[src/rtl/gcd_pkg.sv]
// Shared definitions for the GCD request arbiter.
// Contents: default widths, FSM state encoding, requester id constants.
package gcd_pkg;

   localparam int unsigned DATA_W_DEF = 5;
   localparam int unsigned CNT_W_DEF  = 8;

   typedef enum logic [1:0] {
      IDLE    = 2'd0,
      LAUNCH  = 2'd1,
      WAIT    = 2'd2,
      DELIVER = 2'd3
   } state_e;

   localparam logic REQ0 = 1'b0;
   localparam logic REQ1 = 1'b1;

endpackage

[src/rtl/gcd_req_arbiter_if.sv]
// Bundle of requester, response and engine-side signals of the GCD arbiter.
// slave  : arbiter view (drives ready/valid pulses, response and engine strobes)
// master : environment view (requesters, consumers and the GCD engine)
interface gcd_req_arbiter_if
   import gcd_pkg::*;
#(
   parameter int unsigned DATA_W = DATA_W_DEF,
   parameter int unsigned CNT_W  = CNT_W_DEF
);
   logic              Req0_valid;
   logic [DATA_W-1:0] Req0_A;
   logic [DATA_W-1:0] Req0_B;
   logic              Req0_ready;
   logic              Req1_valid;
   logic [DATA_W-1:0] Req1_A;
   logic [DATA_W-1:0] Req1_B;
   logic              Req1_ready;
   logic              Rsp0_valid;
   logic              Rsp1_valid;
   logic [1:0]        Rsp_taken;
   logic [DATA_W-1:0] Rsp_data;
   logic [CNT_W-1:0]  Rsp_cycles;
   logic [DATA_W-1:0] Eng_A;
   logic [DATA_W-1:0] Eng_B;
   logic              Eng_In_ready;
   logic              Eng_Done;
   logic [DATA_W-1:0] Eng_Result;
   logic              Eng_Result_taken;
   logic              Busy;

   modport slave (
      input  Req0_valid, Req0_A, Req0_B, Req1_valid, Req1_A, Req1_B,
             Rsp_taken, Eng_Done, Eng_Result,
      output Req0_ready, Req1_ready, Rsp0_valid, Rsp1_valid, Rsp_data,
             Rsp_cycles, Eng_A, Eng_B, Eng_In_ready, Eng_Result_taken, Busy
   );

   modport master (
      output Req0_valid, Req0_A, Req0_B, Req1_valid, Req1_A, Req1_B,
             Rsp_taken, Eng_Done, Eng_Result,
      input  Req0_ready, Req1_ready, Rsp0_valid, Rsp1_valid, Rsp_data,
             Rsp_cycles, Eng_A, Eng_B, Eng_In_ready, Eng_Result_taken, Busy
   );

endinterface

[src/rtl/gcd_rr_arb2.sv]
// Combinational two-way round-robin grant.
// valid0/valid1 : request levels; rr_last : id of the last served requester
// grant_valid_c : some request is present; grant_id_c : winning requester id
module gcd_rr_arb2
   import gcd_pkg::*;
(
   input  logic valid0,
   input  logic valid1,
   input  logic rr_last,
   output logic grant_valid_c,
   output logic grant_id_c
);

   // On contention the requester not served last wins.
   always_comb begin
      grant_valid_c = valid0 | valid1;
      grant_id_c    = REQ0;
      if (valid0 && valid1) begin
         grant_id_c = ~rr_last;
      end else if (valid1) begin
         grant_id_c = REQ1;
      end
   end

endmodule

[src/rtl/gcd_req_arbiter.sv]
// Shares one GCD engine between two requesters with round-robin arbitration,
// returning the result and the measured engine latency to the granted side.
// Clk  : rising-edge clock
// nrst : asynchronous active-low reset (shared with the engine)
// bus  : requester / response / engine signals (slave modport)
module gcd_req_arbiter
   import gcd_pkg::*;
#(
   parameter int unsigned DATA_W = DATA_W_DEF,
   parameter int unsigned CNT_W  = CNT_W_DEF
)(
   input  logic                Clk,
   input  logic                nrst,
   gcd_req_arbiter_if.slave    bus
);

   localparam logic [CNT_W-1:0] CNT_MAX = '1;

   state_e            state_q, state_d;
   logic              rr_last_q, rr_last_d;
   logic              gid_q, gid_d;
   logic [CNT_W-1:0]  cnt_q, cnt_d;
   logic [DATA_W-1:0] eng_a_q, eng_a_d;
   logic [DATA_W-1:0] eng_b_q, eng_b_d;
   logic [DATA_W-1:0] rsp_data_q, rsp_data_d;
   logic [CNT_W-1:0]  rsp_cycles_q, rsp_cycles_d;
   logic              req0_ready_q, req0_ready_d;
   logic              req1_ready_q, req1_ready_d;
   logic              rsp0_valid_q, rsp0_valid_d;
   logic              rsp1_valid_q, rsp1_valid_d;
   logic              in_ready_q, in_ready_d;
   logic              taken_q, taken_d;
   logic              busy_q, busy_d;
   logic              grant_valid_c;
   logic              grant_id_c;

   gcd_rr_arb2 u_arb (
      .valid0        (bus.Req0_valid),
      .valid1        (bus.Req1_valid),
      .rr_last       (rr_last_q),
      .grant_valid_c (grant_valid_c),
      .grant_id_c    (grant_id_c)
   );

   // Next-state and registered-output computation.
   always_comb begin
      state_d      = state_q;
      rr_last_d    = rr_last_q;
      gid_d        = gid_q;
      cnt_d        = cnt_q;
      eng_a_d      = eng_a_q;
      eng_b_d      = eng_b_q;
      rsp_data_d   = rsp_data_q;
      rsp_cycles_d = rsp_cycles_q;
      req0_ready_d = 1'b0;
      req1_ready_d = 1'b0;
      rsp0_valid_d = rsp0_valid_q;
      rsp1_valid_d = rsp1_valid_q;
      in_ready_d   = 1'b0;
      taken_d      = 1'b0;

      unique case (state_q)
         IDLE: begin
            if (grant_valid_c) begin
               gid_d   = grant_id_c;
               state_d = LAUNCH;
               if (grant_id_c == REQ0) begin
                  req0_ready_d = 1'b1;
                  eng_a_d      = bus.Req0_A;
                  eng_b_d      = bus.Req0_B;
               end else begin
                  req1_ready_d = 1'b1;
                  eng_a_d      = bus.Req1_A;
                  eng_b_d      = bus.Req1_B;
               end
            end
         end
         LAUNCH: begin
            // Counter reads 0 in the cycle the engine strobe is visible.
            in_ready_d = 1'b1;
            cnt_d      = '0;
            state_d    = WAIT;
         end
         WAIT: begin
            cnt_d = (cnt_q == CNT_MAX) ? CNT_MAX : cnt_q + CNT_W'(1);
            if (bus.Eng_Done) begin
               rsp_data_d   = bus.Eng_Result;
               rsp_cycles_d = cnt_q;
               taken_d      = 1'b1;
               state_d      = DELIVER;
               if (gid_q == REQ0) begin
                  rsp0_valid_d = 1'b1;
               end else begin
                  rsp1_valid_d = 1'b1;
               end
            end
         end
         DELIVER: begin
            if (bus.Rsp_taken[gid_q]) begin
               rsp0_valid_d = 1'b0;
               rsp1_valid_d = 1'b0;
               rr_last_d    = gid_q;
               state_d      = IDLE;
            end
         end
         default: state_d = IDLE;
      endcase

      busy_d = (state_d != IDLE);
   end

   // State and output registers; rr_last resets to REQ1 so REQ0 wins first.
   always_ff @(posedge Clk or negedge nrst) begin
      if (!nrst) begin
         state_q      <= IDLE;
         rr_last_q    <= REQ1;
         gid_q        <= REQ0;
         cnt_q        <= '0;
         eng_a_q      <= '0;
         eng_b_q      <= '0;
         rsp_data_q   <= '0;
         rsp_cycles_q <= '0;
         req0_ready_q <= 1'b0;
         req1_ready_q <= 1'b0;
         rsp0_valid_q <= 1'b0;
         rsp1_valid_q <= 1'b0;
         in_ready_q   <= 1'b0;
         taken_q      <= 1'b0;
         busy_q       <= 1'b0;
      end else begin
         state_q      <= state_d;
         rr_last_q    <= rr_last_d;
         gid_q        <= gid_d;
         cnt_q        <= cnt_d;
         eng_a_q      <= eng_a_d;
         eng_b_q      <= eng_b_d;
         rsp_data_q   <= rsp_data_d;
         rsp_cycles_q <= rsp_cycles_d;
         req0_ready_q <= req0_ready_d;
         req1_ready_q <= req1_ready_d;
         rsp0_valid_q <= rsp0_valid_d;
         rsp1_valid_q <= rsp1_valid_d;
         in_ready_q   <= in_ready_d;
         taken_q      <= taken_d;
         busy_q       <= busy_d;
      end
   end

   assign bus.Req0_ready       = req0_ready_q;
   assign bus.Req1_ready       = req1_ready_q;
   assign bus.Rsp0_valid       = rsp0_valid_q;
   assign bus.Rsp1_valid       = rsp1_valid_q;
   assign bus.Rsp_data         = rsp_data_q;
   assign bus.Rsp_cycles       = rsp_cycles_q;
   assign bus.Eng_A            = eng_a_q;
   assign bus.Eng_B            = eng_b_q;
   assign bus.Eng_In_ready     = in_ready_q;
   assign bus.Eng_Result_taken = taken_q;
   assign bus.Busy             = busy_q;

endmodule
[src/flat_wrapper.sv]
// flat-port wrapper written by rule: the top's interface ports become plain ports
module gcd_req_arbiter_flat import gcd_pkg::*;
#(
   parameter int unsigned DATA_W = DATA_W_DEF,
   parameter int unsigned CNT_W  = CNT_W_DEF
)
  (Clk, nrst, bus_Req0_valid, bus_Req0_A, bus_Req0_B, bus_Req1_valid, bus_Req1_A, bus_Req1_B, bus_Rsp_taken, bus_Eng_Done, bus_Eng_Result, bus_Req0_ready, bus_Req1_ready, bus_Rsp0_valid, bus_Rsp1_valid, bus_Rsp_data, bus_Rsp_cycles, bus_Eng_A, bus_Eng_B, bus_Eng_In_ready, bus_Eng_Result_taken, bus_Busy);
  gcd_req_arbiter_if #(.DATA_W(DATA_W), .CNT_W(CNT_W)) bus_i ();
  input  logic Clk;
  input  logic nrst;
  input wire logic [$bits(bus_i.Req0_valid)-1:0] bus_Req0_valid;
  input wire logic [$bits(bus_i.Req0_A)-1:0] bus_Req0_A;
  input wire logic [$bits(bus_i.Req0_B)-1:0] bus_Req0_B;
  input wire logic [$bits(bus_i.Req1_valid)-1:0] bus_Req1_valid;
  input wire logic [$bits(bus_i.Req1_A)-1:0] bus_Req1_A;
  input wire logic [$bits(bus_i.Req1_B)-1:0] bus_Req1_B;
  input wire logic [$bits(bus_i.Rsp_taken)-1:0] bus_Rsp_taken;
  input wire logic [$bits(bus_i.Eng_Done)-1:0] bus_Eng_Done;
  input wire logic [$bits(bus_i.Eng_Result)-1:0] bus_Eng_Result;
  output wire logic [$bits(bus_i.Req0_ready)-1:0] bus_Req0_ready;
  output wire logic [$bits(bus_i.Req1_ready)-1:0] bus_Req1_ready;
  output wire logic [$bits(bus_i.Rsp0_valid)-1:0] bus_Rsp0_valid;
  output wire logic [$bits(bus_i.Rsp1_valid)-1:0] bus_Rsp1_valid;
  output wire logic [$bits(bus_i.Rsp_data)-1:0] bus_Rsp_data;
  output wire logic [$bits(bus_i.Rsp_cycles)-1:0] bus_Rsp_cycles;
  output wire logic [$bits(bus_i.Eng_A)-1:0] bus_Eng_A;
  output wire logic [$bits(bus_i.Eng_B)-1:0] bus_Eng_B;
  output wire logic [$bits(bus_i.Eng_In_ready)-1:0] bus_Eng_In_ready;
  output wire logic [$bits(bus_i.Eng_Result_taken)-1:0] bus_Eng_Result_taken;
  output wire logic [$bits(bus_i.Busy)-1:0] bus_Busy;
  assign bus_i.Req0_valid = bus_Req0_valid;
  assign bus_i.Req0_A = bus_Req0_A;
  assign bus_i.Req0_B = bus_Req0_B;
  assign bus_i.Req1_valid = bus_Req1_valid;
  assign bus_i.Req1_A = bus_Req1_A;
  assign bus_i.Req1_B = bus_Req1_B;
  assign bus_i.Rsp_taken = bus_Rsp_taken;
  assign bus_i.Eng_Done = bus_Eng_Done;
  assign bus_i.Eng_Result = bus_Eng_Result;
  assign bus_Req0_ready = bus_i.Req0_ready;
  assign bus_Req1_ready = bus_i.Req1_ready;
  assign bus_Rsp0_valid = bus_i.Rsp0_valid;
  assign bus_Rsp1_valid = bus_i.Rsp1_valid;
  assign bus_Rsp_data = bus_i.Rsp_data;
  assign bus_Rsp_cycles = bus_i.Rsp_cycles;
  assign bus_Eng_A = bus_i.Eng_A;
  assign bus_Eng_B = bus_i.Eng_B;
  assign bus_Eng_In_ready = bus_i.Eng_In_ready;
  assign bus_Eng_Result_taken = bus_i.Eng_Result_taken;
  assign bus_Busy = bus_i.Busy;
  gcd_req_arbiter #(.DATA_W(DATA_W), .CNT_W(CNT_W)) u_core (.Clk(Clk), .nrst(nrst), .bus(bus_i));
endmodule
[config.mk]
export PLATFORM = sky130hd
export DESIGN_NAME = gcd_req_arbiter_flat
export DESIGN_NICKNAME = d
export VERILOG_FILES = /design/src/rtl/gcd_pkg.sv /design/src/rtl/gcd_req_arbiter_if.sv /design/src/rtl/gcd_rr_arb2.sv /design/src/rtl/gcd_req_arbiter.sv /design/src/flat_wrapper.sv
export SDC_FILE = /design/constraint.sdc
export NUM_CORES = 1
export LEC_CHECK = 0
export BUFFER_PORTS_ARGS = -buffer_cell sky130_fd_sc_hd__buf_2
export CORE_MARGIN = 10
export CORE_UTILIZATION = 54
export DETAILED_ROUTE_END_ITERATION = 10
export MAX_ROUTING_LAYER = met4
export PLACE_DENSITY = 0.84
export SYNTH_ARGS = -nofsm -noshare
export SYNTH_HDL_FRONTEND = slang
export SYNTH_SLANG_ARGS = --single-unit
[constraint.sdc]
create_clock -name Clk -period 2.45 [get_ports Clk]
set_input_delay 0.1225 -clock Clk [delete_from_list [all_inputs] [get_ports Clk]]
set_output_delay 0.1225 -clock Clk [all_outputs]
set_load 0.05 [all_outputs]
==> impl_results.md, run 1 <==
* Initial DRT Pass Iterations at 4
* Area of the core at 3390 um^2
* Clock Path Buffers at 2
* Arr. time, crit path at 2.07 ns
* Yosys warnings at 0
* Synth area leaders: dfrtp_1 (53%), mux2_2 (7.6%), mux2i_1 (4.7%), ha_1 (3.2%), nand2_1 (2.7%)
* Outcome: complete, no violations
* Final worst path period need at 1.85 ns
* Area leader, netlist: dfrtp_1
* Setup WS post-layout at 0.602 ns
* Crit path launch type: register
* Nets at 272
* Post-synth EDFFs at 0
* Post-CTS Setup Repair Bufs at 0
* Pre-CTS setup slack at 0.622 ns
* Area growth from synthesis to layout at 23.8%
* Post-synthesis area per instance at 11.6 um^2
* Worst Tran Pin Value at 0.896 ns
* Synthesized instance count at 166
* Die height at 79.7 um
* Die area at 6350 um^2
* Critical Path Sink Type: register
* Worst-path clk slew at 0.12 ns
* CTS tree: built
* Ys async rst share at 1.00
* Initial antenna violation count at 0
* Sink Count at 42
* Root buf cell: clkbuf_4
* CP max stage delay at 0.50 ns
* Slew HR at 0.403
* DRT antenna net count at 0
* First-pass GRT wire length at 7.33 mm
* Largest net degree at the start of global routing at 43
* Fin. Hold Viols at 0
* P per Cell Area at 1290 nW/um^2
* WL per Instance at 15.8 um
* Critical path class: reg -> reg
* Worst Path Buf+Inv at 1
* Hpwl dp at 3.32 mm
* Top FF cell, synth: dfrtp_1
* Worst-Skew Late Latency at 0.35 ns
* Synthesized Nets at 203
* Gr usage total at 0.147
* Req. time, crit path at 2.67 ns
* Final period util at 0.754
* Grt ovf at 0
* Tightest Hold Check Type: in -> reg
* Seq/Total Area, Yosys at 0.546
* Critical path's slowest cell: nor2b_1
* Row count at 21
* Register bit count reported by yosys at 42
* Port Buf Inserts at 61
* Highest clock rate at 541 MHz
* Share of cells above drive strength 1 at 0.377
* # DRC at 0
* Final TNS setup at 0 ns
* Vias in the first global route at 1573
* Number of DRC markers in iteration 0 at 100
* Leakage at 0.00121 uW
* I/O pin total at 62
* Area share of the largest cell type after synthesis at 0.533
* Synthesized area at 1930 um^2
* RSZ-0062 raised after global routing: no
* Setup Skew at 0.0174 ns
* H-tree level count at 2
* Global placement routability congestion at 0.870
* Final Max Slew Viols at 0
* Synth cell types at 43
* Via count at 1535
* DRT Wirelength at 4.45 mm
* Top Family by Delay on Critical Path: simple AND/OR/NAND/NOR gates
* Ordered cell list for the critical path: inv_1, ha_1, nor2b_1, o21bai_1, a31oi_1
* DR vias/cell at 5.44
* MaxCap Viol Count at 0
* Starting Density at 0.568
* Final Setup Violations at 0
* TritonCTS Buffers at 5
* Worst Path Max Fanout at 11
* ANT cells at 0
* Die Span X at 79.7 um
* IR drop worst, VDD at 0.740 mV
## report_power, final
part / internal, uW / switching (uW)
Sequential: 933 / 159
Combinational: 494 / 1170
Clock: 113 / 214
Total: 1540 / 1550
## per-stage QoR
| step | hold WS [ns] | power, uW | utilization | area (um^2) | std cells |
|---|---|---|---|---|---|
| after detailed placement | 0.295 | 2770 | 0.664 | 2250 | 266 |
| after global placement | 0.300 | 2720 | 0.664 | 2250 | 266 |
| after floorplan | -0.173 | 2380 | - | 1930 | 166 |
| after CTS | 0.00256 | 3110 | 0.695 | 2350 | 279 |
| after global routing | 0.0357 | 3320 | 0.704 | 2380 | 282 |
| final | 0.0498 | 3090 | 0.704 | 2380 | 282 |
## flip-flops by register name, indices dropped and copies added, names as in the netlist
name and flops:
u_core.bus.Req0_ready 1, u_core.bus.Eng_A 5, u_core.bus.Eng_B 5, u_core.state_q 2
u_core.bus.Busy 1, u_core.gid_q 1, u_core.bus.Eng_In_ready 1, u_core.rr_last_q 1
u_core.bus.Rsp_data 5, u_core.bus.Rsp_cycles 8, u_core.bus.Req1_ready 1, u_core.bus.Rsp0_valid 1
u_core.bus.Eng_Result_taken 1, u_core.cnt_q 8, u_core.bus.Rsp1_valid 1
## cell type report
class	count	area [um^2]
Fill cell	244	1000
Clock buffer	6	41.3
Tap cell	46	57.6
Sequential cell	42	1050
Clock inverter	2	13.8
Inverter	4	15.0
Multi-Input combinational cell	112	812
Timing Repair Buffer	70	393
## kinds of logic after synthesis
family	after synthesis	share of synthesized area
buf+inv	12	0.0318
mux	22	0.123
compound gates	45	0.156
fa+ha+maj	5	0.0325
simple gates	40	0.110
flops	42	0.546
## cells in the final DEF (no fill, tap or decap), types with 2 or more instances in the layout
master	n
mux2_2	13
and4_1	2
ha_1	5
inv_1	3
a21boi_0	2
o21ai_0	4
dfrtp_1	41
mux2i_1	9
nand2_1	14
o21ai_1	10
and3_1	4
clkbuf_4	5
dlygate4sd3_1	8
nor2b_1	2
a21oi_1	6
buf_2	61
a41oi_1	2
o21bai_1	2
a31oi_1	6
nor2_1	7
a211oi_1	3
a221o_1	2
## metal layers
layer | up-vias | wire length (um) | track usage
met5 | - | 0 | -
met4 | 0 | 63 | 0.0538
met3 | 7 | 458 | 0.0676
met2 | 54 | 2090 | 0.228
met1 | 728 | 1840 | 0.163
li1 | 746 | - | -
## repair_timing
item | in CTS | in global routing
hold buffers | 5 | 3
gates resized for setup | 0 | 0
endpoints found under the hold margin | 45 | 3
endpoints found under the setup margin | 0 | 0
## final timing paths
kind                                     startpoint                       end  slack [ns]  depth (start not counted)
worst min-delay path                  bus_Req0_A[4]       u_core.bus.Eng_A[4]        0.05                          3
min in group asynchronous                      nrst           u_core.cnt_q[3]        0.42                          2
max in group asynchronous                      nrst  u_core.bus.Rsp_cycles[1]        1.47                          2
worst max register to register    u_core.state_q[0]           u_core.cnt_q[0]        0.60                          5
worst max-delay path              u_core.state_q[0]           u_core.cnt_q[0]        0.60                          5
worst min register to register  u_core.bus.Eng_B[0]       u_core.bus.Eng_B[0]        0.49                          2
## cell usage after synthesis, types with 2 or more instances
library cell  number
mux2_2            13
nand2_1           14
ha_1               5
o21ai_0            4
buf_4              3
a221o_1            2
buf_2              4
o21ai_1           10
inv_1              3
mux2i_1            9
nor2b_1            2
o21bai_1           2
a21oi_1            6
a211oi_1           3
and3_1             4
a21boi_0           2
dfrtp_1           41
nor2_1             7
and4_1             2
a41oi_1            2
a31oi_1            6
## tightest hold or removal path, delay by kind of cell
kind | cells | cell delay, ns
compound gates | 1 | 0.11
mux | 1 | 0.06
buf+inv | 1 | 0.07
Power figures use the tool's default switching activity.
==> run 2, diff against run 1 <==
Settings changed: CORE_UTILIZATION 54 to 45, PLACE_DENSITY 0.84 to 0.75.
Clock period 2.45 ns to 1.6 ns, I/O delays scaled along.
==> run 2 against run 1 <==
Net effect:
- sequential share of layout area fell by 1.5 points
- final cell count rose by 1.8%
- utilization shrank 9.6 points
- register-to-register slack worse by 0.51 ns
- first-iteration DRC count shrank 35%
- clock skew shrank 0.0097 ns
- global-route usage down 2.3 points
- critical path type unchanged
- critical endpoint is now u_core.bus.Busy
==> impl_results.md, run 2 (synthesis results as in run 1) <==
* Die height at 85.4 um (was 79.7 um)
* Final Max Slew Viols at 0 (unchanged)
* Area growth from synthesis to layout at 28.1% (was 23.8%)
* # DRC at 0 (unchanged)
* CP Depth at 5 (unchanged)
* Sink Count at 42 (unchanged)
* Critical path's slowest cell: or4b_4 (was nor2b_1)
* Fin. Hold Viols at 0 (unchanged)
* DRT Wirelength at 4.46 mm (was 4.45 mm)
* Most common cell after layout, fill and taps aside: buf_2 (unchanged)
* Number of DRC markers in iteration 0 at 65 (was 100)
* Die Span X at 85.4 um (was 79.7 um)
* Min Hold Slack at 0.0215 ns (was 0.0498 ns)
* I/O pin total at 62 (unchanged)
* Highest clock rate at 662 MHz (was 541 MHz)
* CTS tree: built (unchanged)
* Crit path launch type: register (unchanged)
* Arr. time, crit path at 1.70 ns (was 2.07 ns)
* CP max stage delay at 0.47 ns (was 0.50 ns)
* Gr usage total at 0.124 (was 0.147)
* DRT antenna net count at 0 (unchanged)
* Critical path class: reg -> reg (unchanged)
* Ordered cell list for the critical path: inv_2, ha_4, or4b_4, a32oi_2, o21ai_1 (was inv_1, ha_1, nor2b_1, o21bai_1, a31oi_1)
* Top Family by Delay on Critical Path: simple AND/OR/NAND/NOR gates (unchanged)
* MaxCap Viol Count at 0 (unchanged)
* Worst Path Max Fanout at 3 (was 11)
* ANT cells at 0 (unchanged)
* Slew HR at 0.526 (was 0.403)
* Final worst path period need at 1.51 ns (was 1.85 ns)
* Port Buf Inserts at 61 (unchanged)
* Root buf cell: clkbuf_8 (was clkbuf_4)
* Most frequent cells in the layout: buf_2 (61), dfrtp_1 (41), nand2_1 (14), mux2_2 (13) (was buf_2 (61), dfrtp_1 (41), nand2_1 (14), mux2_2 (13), o21ai_1 (10))
* Final period util at 0.945 (was 0.754)
* Tightest Hold Check Type: in -> reg (unchanged)
* IR drop worst, VDD at 1.00 mV (was 0.740 mV)
* Nets at 273 (was 272)
* Placed cell count at 278 (was 266)
* Clock Path Buffers at 2 (unchanged)
* Final Setup Violations at 0 (unchanged)
* Row count at 23 (was 21)
* Die area at 7300 um^2 (was 6350 um^2)
* Outcome: complete, no violations (unchanged)
* Critical Path Sink Type: register (unchanged)
* Hold path cells at 2 (was 3)
* Hpwl dp at 3.47 mm (was 3.32 mm)
* Via count at 1535 (unchanged)
* Area of the core at 4060 um^2 (was 3390 um^2)
* P per Cell Area at 2050 nW/um^2 (was 1290 nW/um^2)
* Worst Path Buf+Inv at 1 (unchanged)
* DR vias/cell at 5.35 (was 5.44)
* Worst-path clk slew at 0.08 ns (was 0.12 ns)
* Share of cells above drive strength 1 at 0.443 (was 0.377)
* Starting Density at 0.475 (was 0.568)
* R2R depth at 5 (unchanged)
* Post-CTS Setup Repair Bufs at 0 (unchanged)
* Global placement routability congestion at 0.842 (was 0.870)
* Worst Tran Pin Value at 0.707 ns (was 0.896 ns)
* Pre-CTS setup slack at 0.0275 ns (was 0.622 ns)
* Initial DRT Pass Iterations at 4 (unchanged)
* Grt ovf at 0 (unchanged)
* Largest net degree at the start of global routing at 19 (was 43)
* Power consumption at 5070 uW (was 3090 uW)
* RSZ-0062 raised after global routing: no (unchanged)
* Initial antenna violation count at 0 (unchanged)
* Leakage at 0.00125 uW (was 0.00121 uW)
* Final TNS setup at 0 ns (unchanged)
* Finished Layout Cells at 287 (was 282)
* Setup WS post-layout at 0.0884 ns (was 0.602 ns)
* TritonCTS Buffers at 5 (unchanged)
* Req. time, crit path at 1.78 ns (was 2.67 ns)
* First-pass GRT wire length at 7.29 mm (was 7.33 mm)
* H-tree level count at 2 (unchanged)
* Vias in the first global route at 1503 (was 1573)
* Setup Skew at 0.00767 ns (was 0.0174 ns)
* Worst-Skew Late Latency at 0.29 ns (was 0.35 ns)
* WL per Instance at 15.5 um (was 15.8 um)
run 2: report_power, final:
part / total (uW) / internal (uW) / switching [uW]
sequential: 1660 / 1430 / 224
combinational: 2720 / 874 / 1850
clock: 687 / 348 / 340
run 2: repair_timing:
item,in CTS,in global routing
hold buffers,1,0
gates resized for setup,0,10
endpoints found under the setup margin,0,20
endpoints found under the hold margin,30,0
run 2: cell type report:
class / instances / area [um^2]
clock buffers: 7 / 86.3
clock inverters: 1 / 5.00
fillers: 357 / 1590
inverters: 4 / 15.0
multi-input cells: 112 / 847
flip-flops and latches: 42 / 1050
well taps: 50 / 62.6
repair buffers: 71 / 399
run 2: routing by layer:
layer	global-route usage	vias up	part of all wire
met4	0.0479	0	0.013
met3	0.0593	5	0.091
met5	-	-	0
met2	0.181	54	0.45
li1	-	744	-
met1	0.144	732	0.44
run 2: through the flow:
step,instance area (um^2),utilization
2_1_floorplan,1930,-
3_3_place_gp,2330,0.574
3_5_place_dp,2330,0.574
4_1_cts,2430,0.599
5_1_grt,2470,0.608
6_report,2470,0.608
run 2: final timing paths:
path | startpoint | end | slack (ns)
max | u_core.state_q[1] | u_core.bus.Busy | 0.09
min reg2reg | u_core.bus.Eng_A[4] | u_core.bus.Eng_A[4] | 0.49
min | bus_Eng_Result[4] | u_core.bus.Rsp_data[4] | 0.02
max reg2reg | u_core.state_q[1] | u_core.bus.Busy | 0.09
max in group asynchronous | nrst | u_core.bus.Rsp_data[1] | 0.91
min in group asynchronous | nrst | u_core.bus.Eng_A[2] | 0.21
run 2: worst register-to-register path, stage by stage, from the launching register on:
cell	delay, ns
dfrtp_1	0.41
inv_2	0.09
ha_4	0.13
or4b_4	0.47
a32oi_2	0.22
o21ai_1	0.08
